===== src/rtl/bcd_up_counter_2d.sv =====
// Two-digit BCD up counter (00..99) with rising-edge increment and win latch.
// Optional BCD_SATURATE_EN: 99 + 1 saturates at 99 instead of wrapping.
module bcd_up_counter_2d #(
  parameter int TARGET_SCORE = 15
) (
  input  logic       clk,
  input  logic       resetN,
  input  logic       ena,
  input  logic       loadN,
  input  logic [3:0] datain_tens,
  input  logic [3:0] datain_ones,
  input  logic       inc,
  input  logic       clear,
  output logic [3:0] count_tens,
  output logic [3:0] count_ones,
  output logic       tc_ones,
  output logic       carry,
  output logic       win
);

  typedef enum logic [0:0] {
    COUNTING = 1'b0,
    WIN_HOLD = 1'b1
  } state_e;

  localparam logic [3:0] TGT_T  = 4'(TARGET_SCORE / 10);
  localparam logic [3:0] TGT_O  = 4'(TARGET_SCORE % 10);
  localparam bit         WIN_EN = (TARGET_SCORE != 0);

  state_e     state_q, state_d;
  logic [3:0] tens_q, tens_d;
  logic [3:0] ones_q, ones_d;
  logic       carry_q, carry_d;
  logic       inc_q;
  logic       rise;
  logic [3:0] nxt_t, nxt_o;
  logic       nxt_cy;

  function automatic logic [3:0] clamp9(input logic [3:0] d);
    return (d > 4'd9) ? 4'd9 : d;
  endfunction

  assign rise = inc & ~inc_q;

  // BCD +1 of the current count, with wrap or saturate at 99
  always_comb begin
    nxt_t  = tens_q;
    nxt_o  = ones_q;
    nxt_cy = 1'b0;
    if (ones_q != 4'd9) begin
      nxt_o = ones_q + 4'd1;
    end else if (tens_q != 4'd9) begin
      nxt_o = 4'd0;
      nxt_t = tens_q + 4'd1;
    end else begin
`ifdef BCD_SATURATE_EN
      nxt_t = 4'd9;
      nxt_o = 4'd9;
`else
      nxt_t  = 4'd0;
      nxt_o  = 4'd0;
      nxt_cy = 1'b1;
`endif
    end
  end

  // Next-state: load > clear > enabled increment > hold
  always_comb begin
    state_d = state_q;
    tens_d  = tens_q;
    ones_d  = ones_q;
    carry_d = 1'b0;
    if (!loadN) begin
      tens_d  = clamp9(datain_tens);
      ones_d  = clamp9(datain_ones);
      state_d = COUNTING;
    end else if (clear) begin
      tens_d  = 4'd0;
      ones_d  = 4'd0;
      state_d = COUNTING;
    end else if (ena && rise && state_q == COUNTING) begin
      tens_d  = nxt_t;
      ones_d  = nxt_o;
      carry_d = nxt_cy;
      if (WIN_EN && nxt_t == TGT_T && nxt_o == TGT_O)
        state_d = WIN_HOLD;
    end
  end

  // Count, state, carry and increment-history registers
  always_ff @(posedge clk or negedge resetN) begin
    if (!resetN) begin
      state_q <= COUNTING;
      tens_q  <= 4'd0;
      ones_q  <= 4'd0;
      carry_q <= 1'b0;
      inc_q   <= 1'b0;
    end else begin
      state_q <= state_d;
      tens_q  <= tens_d;
      ones_q  <= ones_d;
      carry_q <= carry_d;
      inc_q   <= inc;
    end
  end

  assign count_tens = tens_q;
  assign count_ones = ones_q;
  assign tc_ones    = (ones_q == 4'd9);
  assign carry      = carry_q;
  assign win        = (state_q == WIN_HOLD);

endmodule


===== config.mk =====
export PLATFORM = sky130hd
export DESIGN_NAME = bcd_up_counter_2d
export DESIGN_NICKNAME = d
export VERILOG_FILES = /design/src/rtl/bcd_up_counter_2d.sv
export SDC_FILE = /design/constraint.sdc
export NUM_CORES = 1
export LEC_CHECK = 0
export ABC_AREA = 1
export CAP_MARGIN = 15
export CORE_MARGIN = 2
export CORE_UTILIZATION = 47
export DETAILED_ROUTE_END_ITERATION = 8
export PLACE_DENSITY = 0.88
export SYNTH_ARGS = -nofsm -noshare
export SYNTH_HDL_FRONTEND = slang
export SYNTH_SLANG_ARGS = --single-unit

===== constraint.sdc =====
create_clock -name clk -period 2.6 [get_ports clk]
set_input_delay 0.39 -clock clk [delete_from_list [all_inputs] [get_ports clk]]
set_output_delay 0.39 -clock clk [all_outputs]
set_load 0.02 [all_outputs]

After elaboration in Yosys (flattened, before gate mapping)
Index checks and enable logic that the tools add are counted.
{"block": "totals", "reg_bits": 11, "in_bits": 14, "elab_cells": 43}
{"block": "classes", "add_sub_neg": 2, "magnitude_cmp": 2, "eq_ne": 7, "muxes": 20, "bitwise_logic": 3, "n_reduce_logical": 4}
{"op": "$mux 4", "n": 11}
{"op": "$mux 1", "n": 9}
{"op": "$add 4x1->4 const B", "n": 2}
{"op": "$gt 4x4->1 const B", "n": 2}
{"op": "$ne 4x4->1 const B", "n": 2}
{"op": "$ne 3x1->1 const B", "n": 2}
{"op": "$eq 4x1->1 const B", "n": 1}
{"op": "$eq 4x3->1 const B", "n": 1}
{"op": "$eq 4x4->1 const B", "n": 1}
{"op": "$logic_and 1x1->1", "n": 3}
{"op": "$not 1->1", "n": 2}
{"op": "$reduce_and 2->1", "n": 1}
{"op": "$and 1x1->1", "n": 1}

Logic depth before layout (Yosys ltp)
Gate-level depths: netlist (run 1).
{"block": "logic_depth", "word_depth": 9, "mapped_depth": 10}

Worst setup path before layout (run 1)
No wires, ideal clock.
{"block": "synth_path", "path_type": "register -> register", "from": "register tens_q[1] (netlist: count_tens[1])", "to": "register state_q (netlist: win)", "setup_ps": 73, "arrival_time_ps": 1381, "required_time_ps": 2527, "slack_ps": 1146, "path_stages_with_launch": 10, "n_path_buf": 0, "synth_period_minus_slack_ps": 1454, "cell_sequence": "dfrtp_1 -> inv_1 -> ha_1 -> nand2_1 -> nor2_1 -> o21ai_0 -> nand3_1 -> nor2_1 -> nand2_1 -> a21oi_2"}
{"block": "synth_between", "elab_chain_cells": 7, "elab_cells_between_ends": 8, "classes_between": "add/sub (1); eq/ne (3); mux (2); reduce/logical (2)"}
{"element": "start: declaration", "line_no": "31", "rtl": "logic [3:0] tens_q, tens_d;"}
{"element": "start signal: assignment", "line_no": "100", "rtl": "tens_q <= tens_d;"}
{"element": "$add 4x1->4 or $ne 4x4->1 (tied branches)", "line_no": "54, 52"}
{"element": "$mux 4", "line_no": "52", "rtl": "end else if (tens_q != 4'd9) begin"}
{"element": "$mux 4 (*)", "line_no": "50", "rtl": "if (ones_q != 4'd9) begin"}
{"element": "$eq 4x1->1 (*)", "line_no": "85", "rtl": "if (WIN_EN && nxt_t == TGT_T && nxt_o == TGT_O)"}
{"element": "$logic_and 1x1->1 (*)", "line_no": "85"}
{"element": "$ne 3x1->1 (no line) (*)"}
{"element": "$reduce_and 2->1 (no line) (*)"}
{"element": "end signal: assignment", "line_no": "99", "rtl": "state_q <= state_d;"}
{"element": "end: declaration", "line_no": "30", "rtl": "state_e state_q, state_d;"}
Mark *: on every way between the ends. The rest lies on a longest branch, timed or not.
A chain may end at the register's enable or synchronous reset.

Final worst setup path (run 1)
{"block": "layout_path", "from": "register ones_q[2] (netlist: count_ones[2])", "to": "output port tc_ones"}
{"block": "layout_between", "elab_chain_cells": 1}
{"element": "start: declaration", "line_no": "32", "rtl": "logic [3:0] ones_q, ones_d;"}
{"element": "start signal: assignment", "line_no": "101", "rtl": "ones_q <= ones_d;"}
{"element": "$eq 4x4->1", "line_no": "109", "rtl": "assign tc_ones = (ones_q == 4'd9);"}
{"element": "end: declaration", "line_no": "16", "rtl": "output logic tc_ones,"}
No other way between the ends.

==> results of run 1 <==
## critical path: stages, from the launching register on
cell,delay [ps]
dfrtp_1,410
inv_1,120
nand2_1,140
nor2_8,150
clkdlybuf4s50_1,610
## routing by layer
layer | vias up | track usage | routed length, um
li1 | 412 | - | -
met3 | 6 | 0.0327 | 125
met4 | 0 | 0.152 | 33
met1 | 373 | 0.259 | 750
met5 | - | 0 | 0
met2 | 29 | 0.312 | 862
## worst max path at each step
stage | from | endpoint | slack, ps | cells after the start
final | count_ones[2] | tc_ones | 510 | 4
after floorplan | count_tens[1] | win | 1150 | 9
after global placement | loadN | count_ones[0] | 800 | 6
after detailed placement | loadN | count_tens[3] | 720 | 6
after CTS | count_ones[2] | tc_ones | 500 | 4
after global routing | count_ones[2] | tc_ones | 430 | 4
## power by group
group	internal [mW]	switching [mW]
clock network	0.0593	0.0528
registers	0.187	0.0264
logic	0.0847	0.105
## final cells by class
cell class,count,area [um^2],share of cell area
inverter,14,52.6,0.0506
timing repair buffer,24,240,0.231
sequential,11,275,0.265
clock buffer,4,26.3,0.0253
multi-input combinational,84,424,0.408
tap,16,20.0,0.0193
## placed cells by master (no fill, tap or decap)
cell type,count
inv_1,12
clkdlybuf4s50_1,24
clkbuf_4,3
clkbuf_1,1
nor3_1,1
nand2_1,26
nor2_8,1
o21ai_0,4
dfrtp_1,11
nor2_1,19
nand2_2,1
nor2_4,1
a21oi_2,1
a21oi_1,6
inv_2,2
xor2_1,1
nand3_1,13
ha_1,2
o22ai_1,1
nand2_4,1
a31oi_1,6
## state kept, by name, summed over array words and instances (netlist names)
name        flops
count_tens      4
carry           1
win             1
inc_q           1
count_ones      4
## stage by stage
stage,worst slack [ps],hold slack (ps),power (mW),cells,util
finish,511,452,0.515,153,0.689
CTS,498,466,0.518,153,0.689
global placement,802,543,0.401,149,0.672
floorplan,1150,94.4,0.325,110,-
global route,427,491,0.554,153,0.689
detailed placement,722,545,0.406,149,0.672
## cells by family after synthesis
logic type | synth area share
compound gates | 0.136
xor+xnor | 0.0116
fa+ha+maj | 0.0331
buf+inv | 0.0760
flops | 0.364
simple gates | 0.380
==> impl_metrics.json, run 1 <==
{
  "cp-start-kind": "flop",
  "synthTopCellsByArea": "dfrtp_1 (36%), nand2_1 (13%), nor2_1 (9.4%)",
  "gp_congestion": 0.897,
  "yosys_warnings": 0,
  "hpwl_um": 1450,
  "firstDrtPassIters": 4,
  "netlist_instances": 110,
  "setup_viol": 0,
  "cts-buffers-inserted": 3,
  "routedWlPerCell_um": 11.6,
  "dpl_cell_area_um2": 1010,
  "cts_setup_buffers": 0,
  "rrSetupSlack_ps": 1070,
  "diodes": 0,
  "fillerInstances": 132,
  "antenna_found_initial": 0,
  "core_area_um2": 1510,
  "die_h_um": 44.1,
  "worst_pin_slew_ps": 474,
  "track_usage": 0.204,
  "avgSynthCellArea_um2": 6.88,
  "num_rows": 14,
  "io_pins": 25,
  "min_period_ps": 2090,
  "cap_violations": 0,
  "skew_ps": 0.446,
  "globalRouteOverflowTotal": 0,
  "grt_pass1_vias": 745,
  "die-area_um2": 1950,
  "synth-seq-cells": 11,
  "syn_nets": 126,
  "insertion_delay_ps": 260,
  "synth_top_area_share": 0.364,
  "synth_cell_types": 19,
  "fp.dieW_um": 44.1,
  "slew_violations": 0,
  "yosysTopAreaCell": "dfrtp_1",
  "p_leak_nw": 0.494,
  "path_max_fanout": 8,
  "critical_path_class": "flop to primary output",
  "max_slew_margin": 0.683,
  "vias": 820,
  "synth_area_um2": 757,
  "viasPerCell": 5.36,
  "path_clk_slew_ps": 70,
  "synthArstFlopShare": 1.00,
  "yosysSeqAreaShare": 0.364,
  "htreeDepth": 1,
  "final_nets": 154,
  "place.port_buffers": 24,
  "hold_buffers": 0,
  "finalCritPeriodShare": 0.803,
  "worstSetupEndpointType": "primary output",
  "r2r-end": "win",
  "rsz0062_at_grt": "no",
  "grt_pass1_wl_um": 2930,
  "r2r_cells": 9,
  "layout-drive-gt1-share": 0.0730,
  "hold_viol_final": 0,
  "grt_max_degree": 16,
  "root_buffer": "clkbuf_4",
  "cp.required_ps": 2210,
  "regToRegStartpoint": "count_tens[1]",
  "cts_tree": "built",
  "cp.arrival_ps": 1700,
  "synth_common_cells": "nand2_1 (26), nor2_1 (19), nand3_1 (13)",
  "fmax_mhz": 479,
  "drt.antenna.violating_nets": 0,
  "area_growth_syn_to_layout_pct": 37.2,
  "synth_most_common_cell": "nand2_1",
  "outcome": "finished, final reports clean",
  "hp-class": "primary input to async pin",
  "initial_utilization": 0.502,
  "drc": 0,
  "cts_buffer_depth": 2,
  "synthFlopType": "dfrtp_1",
  "vdd_drop_max_v": 0.000350,
  "numClockSinks": 11,
  "p_per_area_nw_per_um2": 496,
  "synth-edff-count": 0,
  "cts_resized": 0,
  "drt_iter0_drc": 37,
  "fin_setup_tns_ps": 0,
  "post-route-cell-area_um2": 1040,
  "routed_wl_um": 1770
}
Note: power is estimated with default switching activity, not from simulation.
==> run 2, diff against run 1 <==
CORE_UTILIZATION = 44   (was 47)
PLACE_DENSITY = 0.83   (was 0.88)
clock period = 2 ns   (was 2.6 ns; I/O delays follow)
==> impl_metrics.json, run 2 (synthesis results as in run 1) <==
{
  "routedWlPerCell_um": 11.5,
  "area_growth_syn_to_layout_pct": 37.0,
  "worstSetupEndpointType": "primary output",
  "layout_commonest_cell": "nand2_1",
  "hold_viol_final": 0,
  "mostFrequentLayoutCells": "nand2_1 (26), clkdlybuf4s50_1 (23), nor2_1 (19)",
  "skew_ps": 1.15,
  "cp_cell_sequence": "inv_1, nand2_1, nor2_8, dlygate4sd2_1",
  "p_leak_nw": 0.498,
  "slew_violations": 0,
  "cp.arrival_ps": 1450,
  "cp-start-kind": "flop",
  "path_clk_slew_ps": 70,
  "initial_utilization": 0.486,
  "min_period_ps": 1750,
  "post-route-cell-area_um2": 1040,
  "antenna_found_initial": 0,
  "drc": 0,
  "dp_slack_ps": 219,
  "finalCritPeriodShare": 0.876,
  "numClockSinks": 11,
  "fin_cells": 153,
  "die_h_um": 45.5,
  "cp.required_ps": 1700,
  "path_max_fanout": 8,
  "grt_pass1_wl_um": 2940,
  "insertion_delay_ps": 270,
  "die-area_um2": 2070,
  "post-place-cells": 149,
  "finalPower_uw": 673,
  "hold_buffers": 0,
  "fp.dieW_um": 45.5,
  "hp-class": "primary input to async pin",
  "outcome": "finished, final reports clean",
  "dpl_cell_area_um2": 1010,
  "critical_path_class": "flop to primary output",
  "worst_pin_slew_ps": 495,
  "core_area_um2": 1560,
  "num_rows": 14,
  "rsz0062_at_grt": "no",
  "grt_pass1_vias": 687,
  "final_nets": 154,
  "setup_viol": 0,
  "grt_max_degree": 16,
  "vias": 827,
  "crit_buf_inv": 2,
  "crit_path_max_incr_delay_ps": 410,
  "viasPerCell": 5.41,
  "p_per_area_nw_per_um2": 649,
  "cts_buffer_depth": 2,
  "setup_slack_ps": 248,
  "fin_setup_tns_ps": 0,
  "max_slew_margin": 0.669,
  "io_pins": 25,
  "diodes": 0,
  "place.port_buffers": 24,
  "vdd_drop_max_v": 0.000537,
  "crit_family": "buffers and inverters",
  "drt.antenna.violating_nets": 0,
  "routed_wl_um": 1760,
  "crit_slowest_cell": "dfrtp_1",
  "globalRouteOverflowTotal": 0,
  "cap_violations": 0,
  "firstDrtPassIters": 5,
  "cts_setup_buffers": 0,
  "cts_tree": "built",
  "layout-drive-gt1-share": 0.0730,
  "root_buffer": "clkbuf_4",
  "cts-buffers-inserted": 3,
  "drt_iter0_drc": 46,
  "fmax_mhz": 571,
  "gp_congestion": 0.890,
  "hpwl_um": 1430,
  "track_usage": 0.200,
  "htreeDepth": 1
}
[run 2: cell count changes in the layout (fill, tap and decap cells not counted), sizes merged]
cell	before	now
clkdlybuf4s50	24	23
dlygate4sd2	0	1
[run 2: final timing paths]
kind | from | to | slack, ps | depth (start not counted)
min in group clk | inc | inc_q | 500 | 1
max | count_ones[2] | tc_ones | 250 | 4
max reg2reg | count_tens[1] | win | 510 | 9
max in group asynchronous | resetN | carry | 1300 | 1
min | resetN | count_tens[2] | 360 | 1
min reg2reg | win | win | 550 | 2
[run 2: layout make-up]
cell class,instances,area [um^2]
inverters,14,52.6
well taps,16,20.0
clock buffers,4,26.3
flip-flops and latches,11,275
repair buffers,24,239
fillers,121,522
multi-input cells,84,424
[run 2: repair_timing]
| item | in CTS | in global routing |
|---|---|---|
| gates resized for setup | 1 | 0 |
| endpoints found under the setup margin | 1 | 0 |
| hold endpoints to repair | 0 | 0 |
[run 2: routing by layer]
layer | vias to the layer above | GRT usage | wire length, um | share of wire
met4 | 0 | 0.0941 | 29 | 0.016
met2 | 33 | 0.318 | 848 | 0.48
li1 | 413 | - | - | -
met3 | 5 | 0.0278 | 91 | 0.052
met1 | 376 | 0.267 | 793 | 0.45
met5 | - | 0 | 0 | 0
[run 2: metrics by stage]
step,hold slack (ps),util
after floorplan,4.41,-
after global placement,543,0.649
after detailed placement,541,0.649
after CTS,390,0.665
after global routing,410,0.665
final,363,0.665
[run 2: report_power, final]
group | leakage (nW) | switching [mW] | internal, mW
Combinational | 0.346 | 0.136 | 0.108
Sequential | 0.137 | 0.0338 | 0.243
Clock | 0.0150 | 0.0737 | 0.0772
Total | 0.498 | 0.244 | 0.429
[run 2: worst reg2reg max path: cells and delay by family (launching register included)]
| kind | cells | cell delay (ps) |
|---|---|---|
| compound gates | 2 | 350 |
| fa+ha+maj | 1 | 190 |
| buf+inv | 1 | 80 |
| flops | 1 | 410 |
| simple gates | 5 | 410 |
